**src/rtl/mc_ctrl_pkg.sv**
```systemverilog
// Shared encodings for the multicycle controller: FSM states, instruction classes,
// opcode/funct values and the datapath select codes driven to the datapath.
package mc_ctrl_pkg;

    localparam logic [2:0] S_FETCH  = 3'd0;
    localparam logic [2:0] S_DECODE = 3'd1;
    localparam logic [2:0] S_EXE    = 3'd2;
    localparam logic [2:0] S_MEM    = 3'd3;
    localparam logic [2:0] S_WB     = 3'd4;
    localparam logic [2:0] S_MDU    = 3'd5;

    typedef enum logic [2:0] {
        CLS_UNDEF, CLS_ALU, CLS_LOAD, CLS_STORE,
        CLS_BRANCH, CLS_JUMP, CLS_JLINK, CLS_MD
    } instr_class_t;

    localparam logic [5:0] OP_RTYPE = 6'b000000;
    localparam logic [5:0] OP_J     = 6'b000010;
    localparam logic [5:0] OP_JAL   = 6'b000011;
    localparam logic [5:0] OP_BEQ   = 6'b000100;
    localparam logic [5:0] OP_BGTZ  = 6'b000111;
    localparam logic [5:0] OP_ADDI  = 6'b001000;
    localparam logic [5:0] OP_ORI   = 6'b001101;
    localparam logic [5:0] OP_LUI   = 6'b001111;
    localparam logic [5:0] OP_LB    = 6'b100000;
    localparam logic [5:0] OP_LW    = 6'b100011;
    localparam logic [5:0] OP_SW    = 6'b101011;

    localparam logic [5:0] FN_SLL   = 6'b000000;
    localparam logic [5:0] FN_JR    = 6'b001000;
    localparam logic [5:0] FN_JALR  = 6'b001001;
    localparam logic [5:0] FN_MFHI  = 6'b010000;
    localparam logic [5:0] FN_MFLO  = 6'b010010;
    localparam logic [5:0] FN_MULT  = 6'b011000;
    localparam logic [5:0] FN_DIV   = 6'b011010;
    localparam logic [5:0] FN_ADD   = 6'b100000;
    localparam logic [5:0] FN_SUB   = 6'b100010;
    localparam logic [5:0] FN_XOR   = 6'b100110;

    localparam logic [2:0] ALU_ADD = 3'b000;
    localparam logic [2:0] ALU_SUB = 3'b001;
    localparam logic [2:0] ALU_XOR = 3'b010;
    localparam logic [2:0] ALU_OR  = 3'b011;
    localparam logic [2:0] ALU_SLL = 3'b100;

    localparam logic [1:0] RD_RT = 2'b00;
    localparam logic [1:0] RD_RD = 2'b01;
    localparam logic [1:0] RD_RA = 2'b10;

    localparam logic [2:0] EXT_ZERO = 3'b000;
    localparam logic [2:0] EXT_SIGN = 3'b001;
    localparam logic [2:0] EXT_LUI  = 3'b010;

    localparam logic [2:0] M2R_ALU  = 3'b000;
    localparam logic [2:0] M2R_WORD = 3'b001;
    localparam logic [2:0] M2R_LUI  = 3'b010;
    localparam logic [2:0] M2R_PC4  = 3'b011;
    localparam logic [2:0] M2R_BYTE = 3'b100;
    localparam logic [2:0] M2R_HI   = 3'b101;
    localparam logic [2:0] M2R_LO   = 3'b110;

    localparam logic [2:0] NPC_PC4  = 3'b000;
    localparam logic [2:0] NPC_BR   = 3'b001;
    localparam logic [2:0] NPC_JUMP = 3'b010;
    localparam logic [2:0] NPC_JR   = 3'b100;

endpackage

```
**src/rtl/multicycle_controller_if.sv**
```systemverilog
// Instruction-field inputs and control outputs between controller (master) and datapath (slave).
interface multicycle_controller_if;
  logic [5:0] opcode;
  logic [5:0] funct;
  logic       PCWrite, IRWrite, Beq, Bgtz;
  logic       MemRead, MemWrite, RegWrite;
  logic [2:0] ALUControl;
  logic       ALUSrc;
  logic [1:0] RegDst;
  logic [2:0] EXTControl, Mem2Reg, NPCControl;
  logic       md_start, md_op, md_busy, instr_done;
  logic [2:0] state;

  modport master (
    input  opcode, funct,
    output PCWrite, IRWrite, Beq, Bgtz, MemRead, MemWrite, RegWrite,
           ALUControl, ALUSrc, RegDst, EXTControl, Mem2Reg, NPCControl,
           md_start, md_op, md_busy, instr_done, state
  );

  modport slave (
    output opcode, funct,
    input  PCWrite, IRWrite, Beq, Bgtz, MemRead, MemWrite, RegWrite,
           ALUControl, ALUSrc, RegDst, EXTControl, Mem2Reg, NPCControl,
           md_start, md_op, md_busy, instr_done, state
  );
endinterface

```
**src/rtl/mc_decode.sv**
```systemverilog
// Pure combinational instruction decode: class for the FSM plus datapath select codes.
module mc_decode
  import mc_ctrl_pkg::*;
(
  input  logic [5:0]   opcode,
  input  logic [5:0]   funct,
  output instr_class_t cls,
  output logic [2:0]   alu_ctrl,
  output logic         alu_src,
  output logic [1:0]   reg_dst,
  output logic [2:0]   ext_ctrl,
  output logic [2:0]   mem2reg,
  output logic [2:0]   npc_ctrl,
  output logic         md_div,
  output logic         br_gt
);
  always_comb begin
    cls      = CLS_UNDEF;
    alu_ctrl = ALU_ADD;
    alu_src  = 1'b0;
    reg_dst  = RD_RT;
    ext_ctrl = EXT_ZERO;
    mem2reg  = M2R_ALU;
    npc_ctrl = NPC_PC4;
    md_div   = 1'b0;
    br_gt    = 1'b0;
    case (opcode)
      OP_RTYPE: begin
        reg_dst = RD_RD;
        case (funct)
          FN_ADD:  cls = CLS_ALU;
          FN_SUB:  begin cls = CLS_ALU; alu_ctrl = ALU_SUB; end
          FN_XOR:  begin cls = CLS_ALU; alu_ctrl = ALU_XOR; end
          FN_SLL:  begin cls = CLS_ALU; alu_ctrl = ALU_SLL; end
          FN_MFHI: begin cls = CLS_ALU; mem2reg = M2R_HI; end
          FN_MFLO: begin cls = CLS_ALU; mem2reg = M2R_LO; end
          FN_JR:   begin cls = CLS_JUMP; npc_ctrl = NPC_JR; end
          FN_JALR: begin cls = CLS_JLINK; npc_ctrl = NPC_JR; mem2reg = M2R_PC4; end
          FN_MULT: cls = CLS_MD;
          FN_DIV:  begin cls = CLS_MD; md_div = 1'b1; end
          default: ;
        endcase
      end
      OP_ADDI: begin cls = CLS_ALU; alu_src = 1'b1; ext_ctrl = EXT_SIGN; end
      OP_ORI:  begin cls = CLS_ALU; alu_src = 1'b1; alu_ctrl = ALU_OR; end
      OP_LUI:  begin cls = CLS_ALU; alu_src = 1'b1; ext_ctrl = EXT_LUI; mem2reg = M2R_LUI; end
      OP_LW:   begin cls = CLS_LOAD; alu_src = 1'b1; ext_ctrl = EXT_SIGN; mem2reg = M2R_WORD; end
      OP_LB:   begin cls = CLS_LOAD; alu_src = 1'b1; ext_ctrl = EXT_SIGN; mem2reg = M2R_BYTE; end
      OP_SW:   begin cls = CLS_STORE; alu_src = 1'b1; ext_ctrl = EXT_SIGN; end
      OP_BEQ:  begin cls = CLS_BRANCH; alu_ctrl = ALU_SUB; ext_ctrl = EXT_SIGN; npc_ctrl = NPC_BR; end
      OP_BGTZ: begin cls = CLS_BRANCH; ext_ctrl = EXT_SIGN; npc_ctrl = NPC_BR; br_gt = 1'b1; end
      OP_J:    begin cls = CLS_JUMP; npc_ctrl = NPC_JUMP; end
      OP_JAL:  begin cls = CLS_JLINK; npc_ctrl = NPC_JUMP; reg_dst = RD_RA; mem2reg = M2R_PC4; end
      default: ;
    endcase
  end
endmodule

```
**src/rtl/multicycle_controller.sv**
```systemverilog
// Multicycle MIPS-subset control FSM with a down-counter timing mult/div in the MDU state.
// Strobes are decoded from the current state; reset forces them low in the same cycle.
module multicycle_controller #(
  parameter int MULT_CYCLES = 5,
  parameter int DIV_CYCLES  = 10
) (
  input  logic clk,
  input  logic reset,
  multicycle_controller_if.master bus
);
  import mc_ctrl_pkg::*;

  localparam int MAXC = (MULT_CYCLES > DIV_CYCLES) ? MULT_CYCLES : DIV_CYCLES;
  localparam int CW   = $clog2(MAXC) + 1;
  localparam logic [CW-1:0] MULT_LOAD = CW'(MULT_CYCLES - 1);
  localparam logic [CW-1:0] DIV_LOAD  = CW'(DIV_CYCLES - 1);

  logic [2:0]    st, nxt;
  logic [CW-1:0] cnt, load_val;

  instr_class_t cls;
  logic [2:0] alu_ctrl, ext_ctrl, mem2reg, npc_ctrl;
  logic [1:0] reg_dst;
  logic       alu_src, md_div, br_gt;

  mc_decode u_decode (
    .opcode   (bus.opcode),
    .funct    (bus.funct),
    .cls      (cls),
    .alu_ctrl (alu_ctrl),
    .alu_src  (alu_src),
    .reg_dst  (reg_dst),
    .ext_ctrl (ext_ctrl),
    .mem2reg  (mem2reg),
    .npc_ctrl (npc_ctrl),
    .md_div   (md_div),
    .br_gt    (br_gt)
  );

  assign load_val = md_div ? DIV_LOAD : MULT_LOAD;

  always_comb begin
    nxt = S_FETCH;
    case (st)
      S_FETCH:  nxt = S_DECODE;
      S_DECODE: nxt = (cls == CLS_UNDEF) ? S_FETCH : (cls == CLS_MD) ? S_MDU : S_EXE;
      S_EXE:    nxt = (cls == CLS_ALU) ? S_WB :
                      (cls == CLS_LOAD || cls == CLS_STORE) ? S_MEM : S_FETCH;
      S_MEM:    nxt = (cls == CLS_LOAD) ? S_WB : S_FETCH;
      S_WB:     nxt = S_FETCH;
      S_MDU:    nxt = (cnt == '0) ? S_FETCH : S_MDU;
      default:  nxt = S_FETCH;
    endcase
  end

  always_ff @(posedge clk) begin
    if (reset) begin
      st  <= S_FETCH;
      cnt <= '0;
    end else begin
      st <= nxt;
      if (st == S_DECODE && cls == CLS_MD)
        cnt <= load_val;
      else if (st == S_MDU && cnt != '0)
        cnt <= cnt - CW'(1);
    end
  end

  logic pc_wr, ir_wr, beq_s, bgtz_s, mem_rd, mem_wr, reg_wr, md_go, busy, done;

  always_comb begin
    pc_wr = 1'b0; ir_wr = 1'b0; beq_s = 1'b0; bgtz_s = 1'b0;
    mem_rd = 1'b0; mem_wr = 1'b0; reg_wr = 1'b0;
    md_go = 1'b0; busy = 1'b0; done = 1'b0;
    if (!reset) begin
      case (st)
        S_FETCH:  begin mem_rd = 1'b1; ir_wr = 1'b1; pc_wr = 1'b1; end
        S_DECODE: done = (cls == CLS_UNDEF);
        S_EXE: begin
          beq_s  = (cls == CLS_BRANCH) && !br_gt;
          bgtz_s = (cls == CLS_BRANCH) && br_gt;
          pc_wr  = (cls == CLS_JUMP) || (cls == CLS_JLINK);
          reg_wr = (cls == CLS_JLINK);
          done   = (cls == CLS_BRANCH) || (cls == CLS_JUMP) || (cls == CLS_JLINK);
        end
        S_MEM: begin
          mem_rd = (cls == CLS_LOAD);
          mem_wr = (cls == CLS_STORE);
          done   = (cls == CLS_STORE);
        end
        S_WB:  begin reg_wr = 1'b1; done = 1'b1; end
        S_MDU: begin
          busy  = 1'b1;
          md_go = (cnt == load_val);
          done  = (cnt == '0);
        end
        default: ;
      endcase
    end
  end

  // Selects follow the decoded IR from DECODE on; during FETCH the IR is changing.
  logic sel_en;
  assign sel_en = (st != S_FETCH);

  assign bus.PCWrite    = pc_wr;
  assign bus.IRWrite    = ir_wr;
  assign bus.Beq        = beq_s;
  assign bus.Bgtz       = bgtz_s;
  assign bus.MemRead    = mem_rd;
  assign bus.MemWrite   = mem_wr;
  assign bus.RegWrite   = reg_wr;
  assign bus.md_start   = md_go;
  assign bus.md_busy    = busy;
  assign bus.instr_done = done;
  assign bus.md_op      = md_div;
  assign bus.state      = st;
  assign bus.ALUControl = sel_en ? alu_ctrl : ALU_ADD;
  assign bus.ALUSrc     = sel_en ? alu_src  : 1'b0;
  assign bus.RegDst     = sel_en ? reg_dst  : RD_RT;
  assign bus.EXTControl = sel_en ? ext_ctrl : EXT_ZERO;
  assign bus.Mem2Reg    = sel_en ? mem2reg  : M2R_ALU;
  assign bus.NPCControl = sel_en ? npc_ctrl : NPC_PC4;
endmodule

```
**src/flat_wrapper.sv**
```systemverilog
// flat-port wrapper written by rule: the top's interface ports become plain ports
module multicycle_controller_flat import mc_ctrl_pkg::*;
#(
  parameter int MULT_CYCLES = 5,
  parameter int DIV_CYCLES  = 10
)
  (clk, reset, bus_opcode, bus_funct, bus_PCWrite, bus_IRWrite, bus_Beq, bus_Bgtz, bus_MemRead, bus_MemWrite, bus_RegWrite, bus_ALUControl, bus_ALUSrc, bus_RegDst, bus_EXTControl, bus_Mem2Reg, bus_NPCControl, bus_md_start, bus_md_op, bus_md_busy, bus_instr_done, bus_state);
  multicycle_controller_if bus_i ();
  input  logic clk;
  input  logic reset;
  input wire logic [$bits(bus_i.opcode)-1:0] bus_opcode;
  input wire logic [$bits(bus_i.funct)-1:0] bus_funct;
  output wire logic [$bits(bus_i.PCWrite)-1:0] bus_PCWrite;
  output wire logic [$bits(bus_i.IRWrite)-1:0] bus_IRWrite;
  output wire logic [$bits(bus_i.Beq)-1:0] bus_Beq;
  output wire logic [$bits(bus_i.Bgtz)-1:0] bus_Bgtz;
  output wire logic [$bits(bus_i.MemRead)-1:0] bus_MemRead;
  output wire logic [$bits(bus_i.MemWrite)-1:0] bus_MemWrite;
  output wire logic [$bits(bus_i.RegWrite)-1:0] bus_RegWrite;
  output wire logic [$bits(bus_i.ALUControl)-1:0] bus_ALUControl;
  output wire logic [$bits(bus_i.ALUSrc)-1:0] bus_ALUSrc;
  output wire logic [$bits(bus_i.RegDst)-1:0] bus_RegDst;
  output wire logic [$bits(bus_i.EXTControl)-1:0] bus_EXTControl;
  output wire logic [$bits(bus_i.Mem2Reg)-1:0] bus_Mem2Reg;
  output wire logic [$bits(bus_i.NPCControl)-1:0] bus_NPCControl;
  output wire logic [$bits(bus_i.md_start)-1:0] bus_md_start;
  output wire logic [$bits(bus_i.md_op)-1:0] bus_md_op;
  output wire logic [$bits(bus_i.md_busy)-1:0] bus_md_busy;
  output wire logic [$bits(bus_i.instr_done)-1:0] bus_instr_done;
  output wire logic [$bits(bus_i.state)-1:0] bus_state;
  assign bus_i.opcode = bus_opcode;
  assign bus_i.funct = bus_funct;
  assign bus_PCWrite = bus_i.PCWrite;
  assign bus_IRWrite = bus_i.IRWrite;
  assign bus_Beq = bus_i.Beq;
  assign bus_Bgtz = bus_i.Bgtz;
  assign bus_MemRead = bus_i.MemRead;
  assign bus_MemWrite = bus_i.MemWrite;
  assign bus_RegWrite = bus_i.RegWrite;
  assign bus_ALUControl = bus_i.ALUControl;
  assign bus_ALUSrc = bus_i.ALUSrc;
  assign bus_RegDst = bus_i.RegDst;
  assign bus_EXTControl = bus_i.EXTControl;
  assign bus_Mem2Reg = bus_i.Mem2Reg;
  assign bus_NPCControl = bus_i.NPCControl;
  assign bus_md_start = bus_i.md_start;
  assign bus_md_op = bus_i.md_op;
  assign bus_md_busy = bus_i.md_busy;
  assign bus_instr_done = bus_i.instr_done;
  assign bus_state = bus_i.state;
  multicycle_controller #(.MULT_CYCLES(MULT_CYCLES), .DIV_CYCLES(DIV_CYCLES)) u_core (.clk(clk), .reset(reset), .bus(bus_i));
endmodule
```
**config.mk**
```make
export PLATFORM = sky130hd
export DESIGN_NAME = multicycle_controller_flat
export DESIGN_NICKNAME = d
export VERILOG_FILES = /design/src/rtl/mc_ctrl_pkg.sv /design/src/rtl/multicycle_controller_if.sv /design/src/rtl/mc_decode.sv /design/src/rtl/multicycle_controller.sv /design/src/flat_wrapper.sv
export SDC_FILE = /design/constraint.sdc
export NUM_CORES = 1
export LEC_CHECK = 0
export ABC_AREA = 1
export CORE_MARGIN = 4
export CORE_UTILIZATION = 43
export DETAILED_ROUTE_END_ITERATION = 8
export GPL_TIMING_DRIVEN = 0
export PLACE_DENSITY_LB_ADDON = 0.2
export SLEW_MARGIN = 20
export SYNTH_ARGS = -nofsm -noshare
export SYNTH_HDL_FRONTEND = slang
export SYNTH_HIERARCHICAL = 1
export SYNTH_SLANG_ARGS = --single-unit
```
**constraint.sdc**
```tcl
create_clock -name clk -period 3.6 [get_ports clk]
set_clock_uncertainty 0.05 [all_clocks]
set_input_delay 0.36 -clock clk [delete_from_list [all_inputs] [get_ports clk]]
set_output_delay 0.36 -clock clk [all_outputs]
set_load 0.02 [all_outputs]
```
---- Word level (Yosys, flattened, before mapping) ----
Cells that the tools add are included.
storage, ports and cells
  flip-flop bits (word level) ............. 8
  bits of input ports ..................... 14
  output and inout port bits .............. 29
operators by class
  $add $sub $neg .......................... 1
  equal/unequal tests ..................... 32
  muxes and demuxes ....................... 50
  reduce and logical (&&, ||, !) cells .... 26
operators with widths
  operator                                             number
  equality test 6 bit, second input constant           6
  one-hot mux 3 bit (3 select lines)                   4
  equality test 6 x 4 -> 1 bit, second input constant  5
  one-hot mux 3 bit (5 select lines)                   2
  2-to-1 mux 3 bit                                     9
  equality test 6 x 5 -> 1 bit, second input constant  4
  2-to-1 mux 1 bit                                     21
  one-hot mux 3 bit (7 select lines)                   1
  equality test 3 bit, second input constant           6
  OR reduction 6 bit                                   3
  equality test 3 x 2 -> 1 bit, second input constant  4
  equality test 6 x 2 -> 1 bit, second input constant  2
  equality test 6 x 3 -> 1 bit, second input constant  2
  logical NOT 6 bit                                    2
  one-hot mux 3 bit (4 select lines)                   1
  2-to-1 mux 5 bit                                     2
  OR reduction 2 bit                                   5
  one-hot mux 2 bit (2 select lines)                   2
  equality test 3 x 1 -> 1 bit, second input constant  2
  logical NOT 3 bit                                    2
  2-to-1 mux 2 bit                                     3
  one-hot mux 1 bit (2 select lines)                   3
  equality test 5 bit                                  1
  logical NOT 5 bit                                    1
  10 further kinds                                     16

---- Logic depth before layout (Yosys ltp) ----
Gate-level depths: netlist of run 1.
  word-level depth ........................ 9
  gate-level depth with buffers ........... 15
  depth with buffers taken out ............ 15

---- By module ----
The synthesis of run 1 kept the hierarchy.
by module, submodules not included
  module                 instances  cells each  area each (µm²)  sequential area each (µm²)
  multicycle_controller  1          137         770.7            160.2
  mc_decode              1          97          484.2            0.0

---- Worst setup path before layout of run 1 ----
Ideal clock, no wire load.
  path kind ............................... input-to-output
  from .................................... input port bus_opcode[5]
  to ...................................... output port bus_RegWrite
  arrival time ............................ 1.763 ns
  setup slack ............................. 1.427 ns
  cell stages on the path ................. 11
  path through ............................ nor2_4 > nand2_4 > nor2_8 > inv_4 > nor2_4 > nor3_1 > nand2_1 > inv_1 > nor3_1 > nand2_1 > a21oi_1
on the way
  longest elaborated chain between the ends .. 6
  elaborated cells on any way between the ends .. 18
RTL lines
  item                                                                       RTL line                     text
  start: declaration                                                         flat_wrapper.sv:11           input wire logic [$bits(bus_i.opcode)-1:0] bus_opcode;
  equality test 6 x 4 -> 1 bit (tied with other cells)                       mc_decode.sv:27              case (opcode)
  OR reduction 3 bit (no source line) or OR reduction 2 bit (tied branches)  -
  one-hot mux 3 bit (7 select lines) *                                       mc_decode.sv:27
  via u_core.cls[2]                                                          multicycle_controller.sv:21  instr_class_t cls;
  equality test 3 bit *                                                      multicycle_controller.sv:83  reg_wr = (cls == CLS_JLINK);
  one-hot mux 1 bit (2 select lines) *                                       multicycle_controller.sv:76  case (st)
  2-to-1 mux 1 bit *                                                         multicycle_controller.sv:75  if (!reset) begin
  end: declaration                                                           flat_wrapper.sv:19           output wire logic [$bits(bus_i.RegWrite)-1:0] bus_RegWrite;
Mark *: on every way through the listed nets, which the timed path passes. The rest lies on a longest branch.

---- Worst setup path in the final report of run 1 ----
  from .................................... input port bus_opcode[3]
  to ...................................... output port bus_RegWrite
The elaborated chain is that of the path after synthesis.

==> results list, run 1 <==
* Number of hold violations in the final report: 0
- The multi-input combinational cells in the finished layout cover a total of 891 um2.
- Y dimension of the die: 62.0 um
- For this run, the register share of the synthesized area comes to 12.8%.
- TritonCTS created 3 clock buffers.
* Global-route met3 utilization: 3.72%
- Endpoint class of the critical path: primary output
- The synthesized netlist contains 31 unique library cells.
* Clock slew at the register clock pins of the worst setup and hold paths: 0.05 ns
- Iter 0 DRT Violations: 67
- Launch point of the worst hold path: u_core/cnt[4]$_SDFFE_PP0P_
* Clk sinks: 8
- Entering global routing, the biggest net connects 11 pins.
* Root Driver: sky130_fd_sc_hd__clkbuf_4
- In the final layout, the share of cells above drive strength 1 is 13.3%.
- Worst hold margin: 0.463 ns
- Registers take 160 um2.
- Global routing used 17.7% of the available tracks across all layers.
* Final cell count without fillers: 309
- Number of remaining DRC errors: 0
- Data arrival time of the critical path: 2.82 ns
* Number of hold buffers added after CTS: 0
- The number of cells on the worst reg-to-reg path is 7.
- Routed Antenna Nets: 0
- Final-report max-slew violation count: 0
* WHS Path Cells: 1
- Average detailed-routed wire length per instance: 10.3 um
- Starting density of the core: 45.1%
- Highest net fanout along the worst path: 7
* P&R area growth vs syn: 37.6%
- TritonCTS built the clock tree.
* Met2 Resource Use GR: 28.8%
- Summed over all instances, the cell type with the most area after synthesis is sky130_fd_sc_hd__nor2_1.
* Share of synthesized registers carrying an async set or reset: 0%
- Final count of negative-setup-slack endpoints: 0
* Met1 track utilization from global routing: 24.5%
* Category of the worst setup path launch point: input port
- Summed negative setup slack over all endpoints: 0 ns
- Result of the run: complete, no violations
- Synthesis warning total: 6
- Skew-Pair Late Insertion Delay: 0.26 ns
- Flip-flop and latch count after synthesis: 8
- End of the worst register-to-register path: u_core/bus.state[0]$_SDFF_PP0_
- 0 antenna diodes ended up in the layout.
* Width of the chip: 62.0 um
- Cell count after synthesis: 234
* Synthesized area: 0.00125 mm2
- Cells taking the most area after synthesis: sky130_fd_sc_hd__nor2_1, sky130_fd_sc_hd__dfxtp_1, sky130_fd_sc_hd__nand3_1
* Max Freq: 310 MHz
* Path type of the worst setup path: input port to primary output
- During placement, the flow inserted port buffers numbering 41.
* Setup repair after global routing missed its margin: no
- For hold timing, the worst endpoint is u_core/cnt[4]$_SDFFE_PP0P_.
- IR analysis of the VDD net gives a maximum drop of 0.217 mV.
- Global route total overflow: 0
- Post-synthesis net count: 249
- Total wirelength of the detailed-routed design: 3170 um
- Timing analysis after detailed placement gives a worst setup slack of 0.385 ns.
* Number of resized instances in the post-cts repair step: 0
- Core region area: 0.00278 mm2
- After detailed placement, the design holds a cell count of 306.
- The worst register-to-register path begins at u_core/cnt[0]$_SDFFE_PP0P_.
- CTS built an H-tree with a depth of 1.
* Worst Path Required: 3.19 ns
* Register-to-register setup slack: 2.22 ns
- Vias in the first global route: 1300
* Total of fill cells in the finished design: 288
- Std cell rows: 19
* Die Outline Area: 0.00385 mm2
* Predominant post-synthesis flop cell: sky130_fd_sc_hd__dfxtp_1
- Dividing total power by cell area gives a power density of 154 mW/mm2.
- Final WS setup: 0.373 ns
* Length of the first detailed-routing pass in iterations: 4
- Number of flops mapped to enable cells by yosys: 0
- Detailed placement finished with a half-perimeter wire length of 2650 um.
* Global placer's final weighted congestion: 0.906
- Cell types with the highest counts after synthesis: sky130_fd_sc_hd__nor2_1, sky130_fd_sc_hd__inv_1, sky130_fd_sc_hd__nand2_1
- Library cell with the highest instance count after synthesis: sky130_fd_sc_hd__nor2_1
- In this run the static leakage power is 0.777 nW.
* Number of top-level pins: 43
- In this run the worst hold path is classified as flop to flop.
- Average size of a mapped cell: 5.36 um2
* First-pass GRT wire length: 5290 um
- Post CTS Setup Buffer Count: 0
- Of the available clock period, the critical path in the final layout requires 89.6%.
- Share of Yosys cell area claimed by the top area cell type: 15.6%
- Clock buffer depth: 2
- Post-detailed-route via-to-cell ratio: 4.86
* Nets@finish: 295
- The tool flagged a number of max-cap violations equal to 0.
* Shortest clock period the worst path allows after layout: 3.23 ns
- met2 is the most crowded layer.
* Number of vias after detailed routing: 1501
- The number of antenna violations at the first check in global routing came to 0.
## metal layers
layer / vias up / part of all wire [%]
li1: 816 / -
met1: 646 / 49
met2: 37 / 45
met3: 2 / 4.9
met4: 0 / 0.57
met5: - / 0
## cell type report
cell class                 instances  share of cell area, %
multi-input combinational        175                   51.6
timing repair buffer              41                   23.8
inverter                          48                   10.7
sequential                         8                   9.28
tap                               31                   2.25
clock buffer                       3                   1.30
buffer                             3                   1.09
## placed cells by master, fill, tap and decap left out, drive strengths merged
master,count
conb,1
nor2,63
o21ai,8
a21oi,7
ha,1
o211a,1
nor3,7
clkdlybuf4s50,41
nand3b,2
and3,2
xnor2,1
buf,3
o31ai,1
nor3b,1
o21bai,1
clkinv,1
clkbuf,3
dfxtp,8
inv,47
nand4,3
nand2,43
nand3,33
## through the flow
step / util, % / cell area, um2 / power [mW]
6_report: 62.1 / 1730 / 0.266
5_1_grt: 62.1 / 1730 / 0.285
4_1_cts: 62.1 / 1730 / 0.270
3_5_place_dp: 61.3 / 1700 / 0.196
3_3_place_gp: 61.3 / 1700 / 0.196
2_1_floorplan: - / 1250 / 0.154
## cell families after synthesis
family	share of synthesized area [%]
AO/OA/AOI/OAI	8.97
other	0.299
buffers and inverters	16.3
flip-flops	12.8
XOR/XNOR	0.698
adder cells (fa/ha/maj)	0.997
AND/OR/NAND/NOR	60.0
## worst max-delay path, cell delays in order
cell and delay (ns):
sky130_fd_sc_hd__clkdlybuf4s50_1 0.47, sky130_fd_sc_hd__nor2_2 0.22, sky130_fd_sc_hd__inv_2 0.11, sky130_fd_sc_hd__nor2_8 0.16
sky130_fd_sc_hd__inv_4 0.07, sky130_fd_sc_hd__nor2_4 0.08, sky130_fd_sc_hd__nor3_1 0.05, sky130_fd_sc_hd__nand2_1 0.17
sky130_fd_sc_hd__inv_1 0.13, sky130_fd_sc_hd__nor3_1 0.18, sky130_fd_sc_hd__nand2_1 0.08, sky130_fd_sc_hd__a21oi_1 0.12
sky130_fd_sc_hd__clkdlybuf4s50_1 0.62
## worst max-delay path by stage
stage | start | endpoint | slack, ns
after CTS | bus_opcode[3] | bus_RegWrite | 0.38
final | bus_opcode[3] | bus_RegWrite | 0.37
after detailed placement | bus_funct[4] | bus_instr_done | 0.38
after global routing | bus_funct[3] | bus_instr_done | 0.08
after floorplan | bus_opcode[5] | bus_RegWrite | 1.43
after global placement | bus_opcode[3] | bus_RegWrite | 0.39
## where the power goes
group | internal, mW | switching, mW | total, mW
logic | 0.0414 | 0.0614 | 0.103
clock network | 0.0383 | 0.0331 | 0.0714
registers | 0.0899 | 0.00169 | 0.0916
total | 0.170 | 0.0962 | 0.266
## flip-flops by register name, indices dropped and copies added, names as in the netlist
| name | flops |
|---|---|
| u_core/bus.state | 3 |
| u_core/cnt | 5 |
(Power assumes the default switching activity.)
==> run 2: changes to the inputs <==
--- a/config.mk
+++ b/config.mk
@@ -6,6 +6,7 @@
 export NUM_CORES = 1
 export LEC_CHECK = 0
 export ABC_AREA = 1
+export ABC_CLOCK_PERIOD_IN_PS = 3600
 export CORE_MARGIN = 4
 export CORE_UTILIZATION = 43
 export DETAILED_ROUTE_END_ITERATION = 8
==> constraint.sdc (replaced) <==
create_clock -name clk -period 3.6 [get_ports clk]
set_clock_uncertainty 0.05 [all_clocks]
set_input_delay 0.54 -clock clk [delete_from_list [all_inputs] [get_ports clk]]
set_output_delay 0.54 -clock clk [all_outputs]
set_load 0.02 [all_outputs]
==> results list, run 2 (synthesized netlist as in run 1, its figures left out) <==
* Summed negative setup slack over all endpoints: 0 ns
- Post CTS Setup Buffer Count: 0
* Most flop-heavy register: u_core/cnt
* Layout cell share with drive strength beyond 1: 13.7%
- After floorplanning, the core was divided into 19 placement rows.
- After clock tree synthesis, the flow added hold-fix buffers numbering 0.
* Skew-Pair Late Insertion Delay: 0.26 ns
- Internal Dissipation: 0.169 mW
- Category of the worst setup path launch point: input port
- By instance count, the cell type seen most on the critical path is sky130_fd_sc_hd__clkdlybuf4s50_1.
- Counting along the longest clock path gives a buffer depth of 2.
- The number of global-route vias before repair is 1300.
- After detailed routing, the average wire length per cell comes to 10.3 um.
- Critical path's largest stage delay: 0.59 ns
* Number of top-level pins: 43
- Setup repair after global routing missed its margin: no
* Total routing resource utilization after global routing: 17.7%
* Register-to-register setup slack: 2.23 ns
- The critical path goes through clkdlybuf4s50_1 > nor2_2 > inv_2 > nor2_8 > inv_4 > nor2_1 > nor3b_1 > o211a_1 > clkdlybuf4s50_1.
- TritonCTS built the clock tree.
* Inserted Diodes: 0
- Detailed placement ended at an HPWL of 2650 um.
- For this block, the routed nets add up to 3180 um of wire.
* Core region area: 0.00278 mm2
- Largest register FFs: 5
- The worst hold path begins at u_core/cnt[4]$_SDFFE_PP0P_.
- Sw Ratio: 36.3%
- Most common cell after layout, fill and taps aside: sky130_fd_sc_hd__nor2_1
* Number of remaining DRC errors: 0
- Endpoint class of the critical path: primary output
- In this run the number of H-tree levels came out at 1.
* Post-detailed-route via-to-cell ratio: 4.84
- The count of endpoints failing hold in the final timing report came to 0.
* Clock slew at the register clock pins of the worst setup and hold paths: 0.05 ns
* Fraction of power consumed by combinational cells: 38.6%
- Hold-critical path endpoint: u_core/cnt[4]$_SDFFE_PP0P_
- For this design the ratio of total power to cell area is 152 mW/mm2.
- Clk pwr share: 26.9%
- The count of nets left with antenna violations once routing finished came out at 0.
* Root Driver: sky130_fd_sc_hd__clkbuf_4
- Nets@finish: 295
* First-pass GRT wire length: 5290 um
* Starting density of the core: 45.1%
- Of all nets on the critical path, the largest fanout is 7.
* Worst hold margin: 0.463 ns
- Worst Path Required: 3.01 ns
- Length of the first detailed-routing pass in iterations: 4
- Y dimension of the die: 62.0 um
* Final count of negative-setup-slack endpoints: 0
* Number of violations of the max-capacitance limit: 0
* Cell type of the slowest stage on the worst timing path: sky130_fd_sc_hd__clkdlybuf4s50_1
- Number of antenna violations at the first check in global routing: 0
* Worst R2R Path Depth: 7
- End of the worst register-to-register path: u_core/bus.state[0]$_SDFF_PP0_
- Final instance area: 0.00175 mm2
- Timing would allow up to 297 MHz.
- Width of the chip: 62.0 um
* Maximum number of pins on one net before global-route repair: 11
- The first routing iteration left 76 violations.
- The critical path is of the input port to primary output type.
* Hold WC Path Type: flop to flop
* Shortest clock period the worst path allows after layout: 3.37 ns
* # port buffers: 41
* Data arrival time of the critical path: 2.78 ns
- Along the worst hold path, the cell count comes to 1.
* Placed cell areas: 0.00170 mm2
- The routed layout has 1495 vias.
* Leakage power figure: 0.894 nW
* Worst vdd rail ir drop: 0.217 mV
- The floorplan step defined a die boundary enclosing 0.00385 mm2.
- Result of the run: complete, no violations
- Buffers inserted during clock tree synthesis total 3.
* Global placer's final weighted congestion: 0.906
* Period Utilization, post-route: 93.5%
- The top cell types in the final layout, fill and taps aside, are sky130_fd_sc_hd__nor2_1, sky130_fd_sc_hd__inv_1, sky130_fd_sc_hd__nand2_1.
- Summed over all nets, the switching power comes to 0.0964 mW.
- Sequential cells burn 34.5% of the power.
* RR Startpoint: u_core/cnt[0]$_SDFFE_PP0P_
* Final-report max-slew violation count: 0
- After global routing the overflow that remains totals 0.
- From synthesis to final layout, the design area changed by 39.2%.
- Clk sinks: 8
run 2: worst max path at each step:
stage,from,endpoint,slack [ns],cells past startpoint
global route,bus_opcode[2],bus_md_start,0.02,9
floorplan,bus_opcode[5],bus_RegWrite,1.07,11
finish,bus_opcode[3],bus_md_start,0.23,9
detailed placement,bus_funct[4],bus_instr_done,0.02,16
CTS,bus_opcode[3],bus_RegWrite,0.02,13
global placement,bus_opcode[3],bus_RegWrite,0.03,13
run 2: stage by stage:
step           utilization [%]  setup WS (ns)  std cells  power (mW)
2_1_floorplan                -           1.07        234       0.154
3_3_place_gp              61.3         0.0255        306       0.196
3_5_place_dp              61.3         0.0245        306       0.196
4_1_cts                   62.1         0.0179        309       0.270
5_1_grt                   62.8         0.0246        309       0.285
6_report                  62.8          0.234        309       0.266
run 2: critical path, delay by kind of cell:
family | cells | cell delay [ns]
compound gates | 1 | 0.15
buf+inv | 4 | 1.24
simple gates | 4 | 0.84
run 2: area by class of cell:
cell class	count	area, um2
buffer	3	18.8
clock buffer	3	22.5
fill	285	1030
inverter	48	185
multi-input combinational	175	893
sequential	8	160
tap	31	38.8
timing repair buffer	41	428
run 2: metal layers:
| layer | GRT usage, % | wire, um | vias up |
|---|---|---|---|
| li1 | - | - | 815 |
| met1 | 24.5 | 1600 | 649 |
| met2 | 28.8 | 1420 | 29 |
| met3 | 3.72 | 139 | 2 |
| met4 | 2.73 | 18 | 0 |
| met5 | 0 | 0 | - |
run 2: power groups by stage:
stage	Clock (mW)	Combinational (mW)	Sequential, mW
after CTS	0.0749	0.103	0.0915
after floorplan	0	0.0590	0.0950
final	0.0714	0.103	0.0917
after global placement	0	0.102	0.0936
after detailed placement	0	0.103	0.0935
after global routing	0.0787	0.115	0.0918
run 2: what timing repair did:
item / in CTS / in global routing
endpoints found under the setup margin: 0 / 7
resized for setup: 0 / 8
hold endpoints to repair: 0 / 0
==> run 3: changes to the inputs <==
--- a/config.mk
+++ b/config.mk
@@ -9,11 +9,11 @@
 export ABC_CLOCK_PERIOD_IN_PS = 3600
 export CORE_MARGIN = 4
 export CORE_UTILIZATION = 43
+export CTS_CLUSTER_SIZE = 40
 export DETAILED_ROUTE_END_ITERATION = 8
 export GPL_TIMING_DRIVEN = 0
 export PLACE_DENSITY_LB_ADDON = 0.2
 export SLEW_MARGIN = 20
 export SYNTH_ARGS = -nofsm -noshare
 export SYNTH_HDL_FRONTEND = slang
-export SYNTH_HIERARCHICAL = 1
 export SYNTH_SLANG_ARGS = --single-unit
==> results list, run 3 <==
- In this run the deepest clock path goes through 2 buffers.
- Summing over every cut layer, the via total after detailed routing is 1433.
- RR Startpoint: u_core.bus.state[0]$_SDFF_PP0_
- The worst setup path is captured at a primary output.
- Summed negative setup slack over all endpoints: 0 ns
* Root Driver: sky130_fd_sc_hd__clkbuf_4
- Period Utilization, post-route: 90.1%
- Summing all placed instances gives a cell area of 0.00162 mm2.
* Predominant post-synthesis flop cell: sky130_fd_sc_hd__dfxtp_1
- In this run, CTS created clock tree buffers numbering 3.
- Buffers placed on the I/O ports in this run total 41.
* P&R area growth vs syn: 41.2%
- The largest single stage delay on the critical path is 0.61 ns.
- Std cell rows: 18
- Cells taking the most area after synthesis: sky130_fd_sc_hd__dfxtp_1, sky130_fd_sc_hd__nand2_1, sky130_fd_sc_hd__nor2_1
- Number of antenna violations at the first check in global routing: 0
- DPL Wire Length: 2610 um
* Cell count after synthesis: 197
- Synthesis inferred 8 register bits.
- The clock drives 8 sinks.
- Number of remaining DRC errors: 0
- The setup path with the least slack is of type input port to primary output.
- Iter 0 DRT Violations: 55
- The clock reaches the later pin of the worst-skew pair after 0.26 ns.
* Commonest cells after routing, fill and taps aside: sky130_fd_sc_hd__clkdlybuf4s50_1, sky130_fd_sc_hd__nor2_1, sky130_fd_sc_hd__nand2_1
- Worst vdd rail ir drop: 0.255 mV
* Leakage power figure: 0.793 nW
- Hold-critical path endpoint: u_core.cnt[4]$_SDFFE_PP0P_
- The final-report max-slew violation count came to 0.
* Nets@finish: 259
* Length of the first detailed-routing pass in iterations: 4
* Maximum number of pins on one net before global-route repair: 11
- Together, buffers and inverters on the worst path number 3.
- End of the worst register-to-register path: u_core.cnt[0]$_SDFFE_PP0P_
- Of the cells placed in the final design, the portion with a size suffix greater than 1 is 16.6%.
- Yosys mapped a number of flops with a built-in enable equal to 0.
* Global route total overflow: 0
* First-pass GRT wire length: 5490 um
- Along the worst hold path, the cell count comes to 2.
- Number of hold buffers added after CTS: 0
- Worst-path cell chain: clkdlybuf4s50_1 > inv_2 > nor2_1 > nand3_1 > nand2_1 > nor2_1 > nand2_1 > nand2_1 > nand2_4 > nand4_1 > nor2_1 > clkdlybuf4s50_1
- Data arrival time of the critical path: 2.65 ns
- Hold WC Path Type: flop to flop
- Yosys mapped the design onto 38 distinct sky130hd cell types.
* Number of top-level pins: 43
* Die Outline Area: 0.00362 mm2
- Including well taps, the total number of placed cells is 268.
- Cell types with the highest counts after synthesis: sky130_fd_sc_hd__nand2_1, sky130_fd_sc_hd__nor2_1, sky130_fd_sc_hd__nand3_1
- Category of the worst setup path launch point: input port
- Global placer's final weighted congestion: 0.915
- The slowest stage of the critical path belongs to the cell sky130_fd_sc_hd__clkdlybuf4s50_1.
* Highest net fanout along the worst path: 7
- Setup violations remaining at the end of the flow were counted as 0.
* CTS H-tree depth: 1
* Synthesized area: 0.00117 mm2
- Worst Path Required: 3.01 ns
- The synthesized design spends more area on one cell type than any other, namely sky130_fd_sc_hd__dfxtp_1.
- Post-CTS repair changed the size of 0 cells.
- Worst R2R Path Depth: 8
- Leaving out fill and tap cells, the most frequent cell in the layout is sky130_fd_sc_hd__clkdlybuf4s50_1.
* Average detailed-routed wire length per instance: 11.6 um
* Result of the run: complete, no violations
- Y dimension of the die: 60.2 um
* Synthesis warning total: 0
* Shortest clock period the worst path allows after layout: 3.24 ns
- Clock slew at the register clock pins of the worst setup and hold paths: 0.06 ns
- The count of endpoints failing hold in the final timing report was 0.
- Final instance area: 0.00165 mm2
* Total power density per cell area: 160 mW/mm2
- Max Freq: 308 MHz
- Summing the sequential cell areas from Yosys gives 13.7% of the chip area.
* Number of violations of the max-capacitance limit: 0
* Setup repair after global routing missed its margin: no
- In this run the biggest area consumer among cell types represents 13.7% of the synthesized area.
- Post-synthesis net count: 213
* Final cell count without fillers: 271
- Routed Antenna Nets: 0
- Post-detailed-route via-to-cell ratio: 5.29
- Cell family with most CP delay: buffers and inverters
* Width of the chip: 60.2 um
- Of all flip-flops after synthesis, the portion carrying an async set or reset was 0%.
* Largest register FFs: 5
* Average size of a mapped cell: 5.94 um2
* CTS tree: done
* Vias in the first global route: 1322
- Launch point of the worst hold path: u_core.cnt[4]$_SDFFE_PP0P_
- Register-to-register setup slack: 1.82 ns
- In the global route stage, overall resource usage came out at 19.3%.
* Inserted Diodes: 0
- Most flop-heavy register: u_core.cnt
- Core region area: 0.00254 mm2
- The initial utilization of the core area, before any placement, comes to 46.0%.
* Post CTS Setup Buffer Count: 0
- Summed over all layers, the routed wires come to 3150 um.
==> run 3: worst reg2reg max path, stage by stage (launching register included) <==
cell                      delay [ns]
sky130_fd_sc_hd__dfxtp_1        0.46
sky130_fd_sc_hd__inv_1          0.09
sky130_fd_sc_hd__or2_1          0.23
sky130_fd_sc_hd__nor2_1         0.15
sky130_fd_sc_hd__nand2_1        0.23
sky130_fd_sc_hd__inv_1          0.18
sky130_fd_sc_hd__nor2_1         0.05
sky130_fd_sc_hd__o21ai_0        0.13
sky130_fd_sc_hd__a21oi_1        0.08
==> run 3: worst max-delay path by stage <==
stage,start,end,cells after the start
2_1_floorplan,bus_opcode[4],bus_ALUControl[1],5
3_3_place_gp,bus_opcode[1],bus_Beq,11
3_5_place_dp,bus_opcode[4],bus_Beq,11
4_1_cts,bus_opcode[3],bus_Beq,11
5_1_grt,bus_funct[1],bus_MemWrite,12
6_report,bus_funct[1],bus_MemWrite,12
==> run 3: logic make-up (layout without fill, tap and decap cells) <==
logic type               count (synthesis)  in the layout  synth area share (%)
buffers and inverters                   33             77                  11.2
AND/OR/NAND/NOR                        127            127                  59.0
adder cells (fa/ha/maj)                  2              2                  2.14
flip-flops                               8              8                  13.7
AO/OA/AOI/OAI                           24             24                  12.2
XOR/XNOR                                 2              2                  1.50
other                                    1              1                 0.320
==> run 3: per-layer routing <==
metal	track usage [%]	share of wire, %
met4	2.53	0.95
met3	4.54	4.4
met5	0	0
met1	26.5	47
met2	31.3	47
==> run 3: final cells by class <==
class	instances	area, um2
Buffer	3	16.3
Clock buffer	3	22.5
Fill cell	238	891
Inverter	30	115
Multi-Input combinational cell	156	880
Sequential cell	8	160
Tap cell	30	37.5
Timing Repair Buffer	41	423
==> run 3: power by group <==
group | internal, mW | total [mW] | switching, mW
clock | 0.0384 | 0.0724 | 0.0340
sequential | 0.0899 | 0.0922 | 0.00236
combinational | 0.0399 | 0.0996 | 0.0597
total | 0.168 | 0.264 | 0.0960
==> run 3: per-stage QoR <==
stage / worst slack (ns) / hold slack, ns / utilization (%) / total power [mW]
after floorplan: 1.08 / 0.424 / - / 0.152
after global placement: 0.0775 / 0.443 / 63.6 / 0.193
after detailed placement: 0.0888 / 0.444 / 63.6 / 0.193
after CTS: 0.0708 / 0.453 / 64.5 / 0.267
after global routing: 0.159 / 0.494 / 65.0 / 0.283
final: 0.357 / 0.455 / 65.0 / 0.264
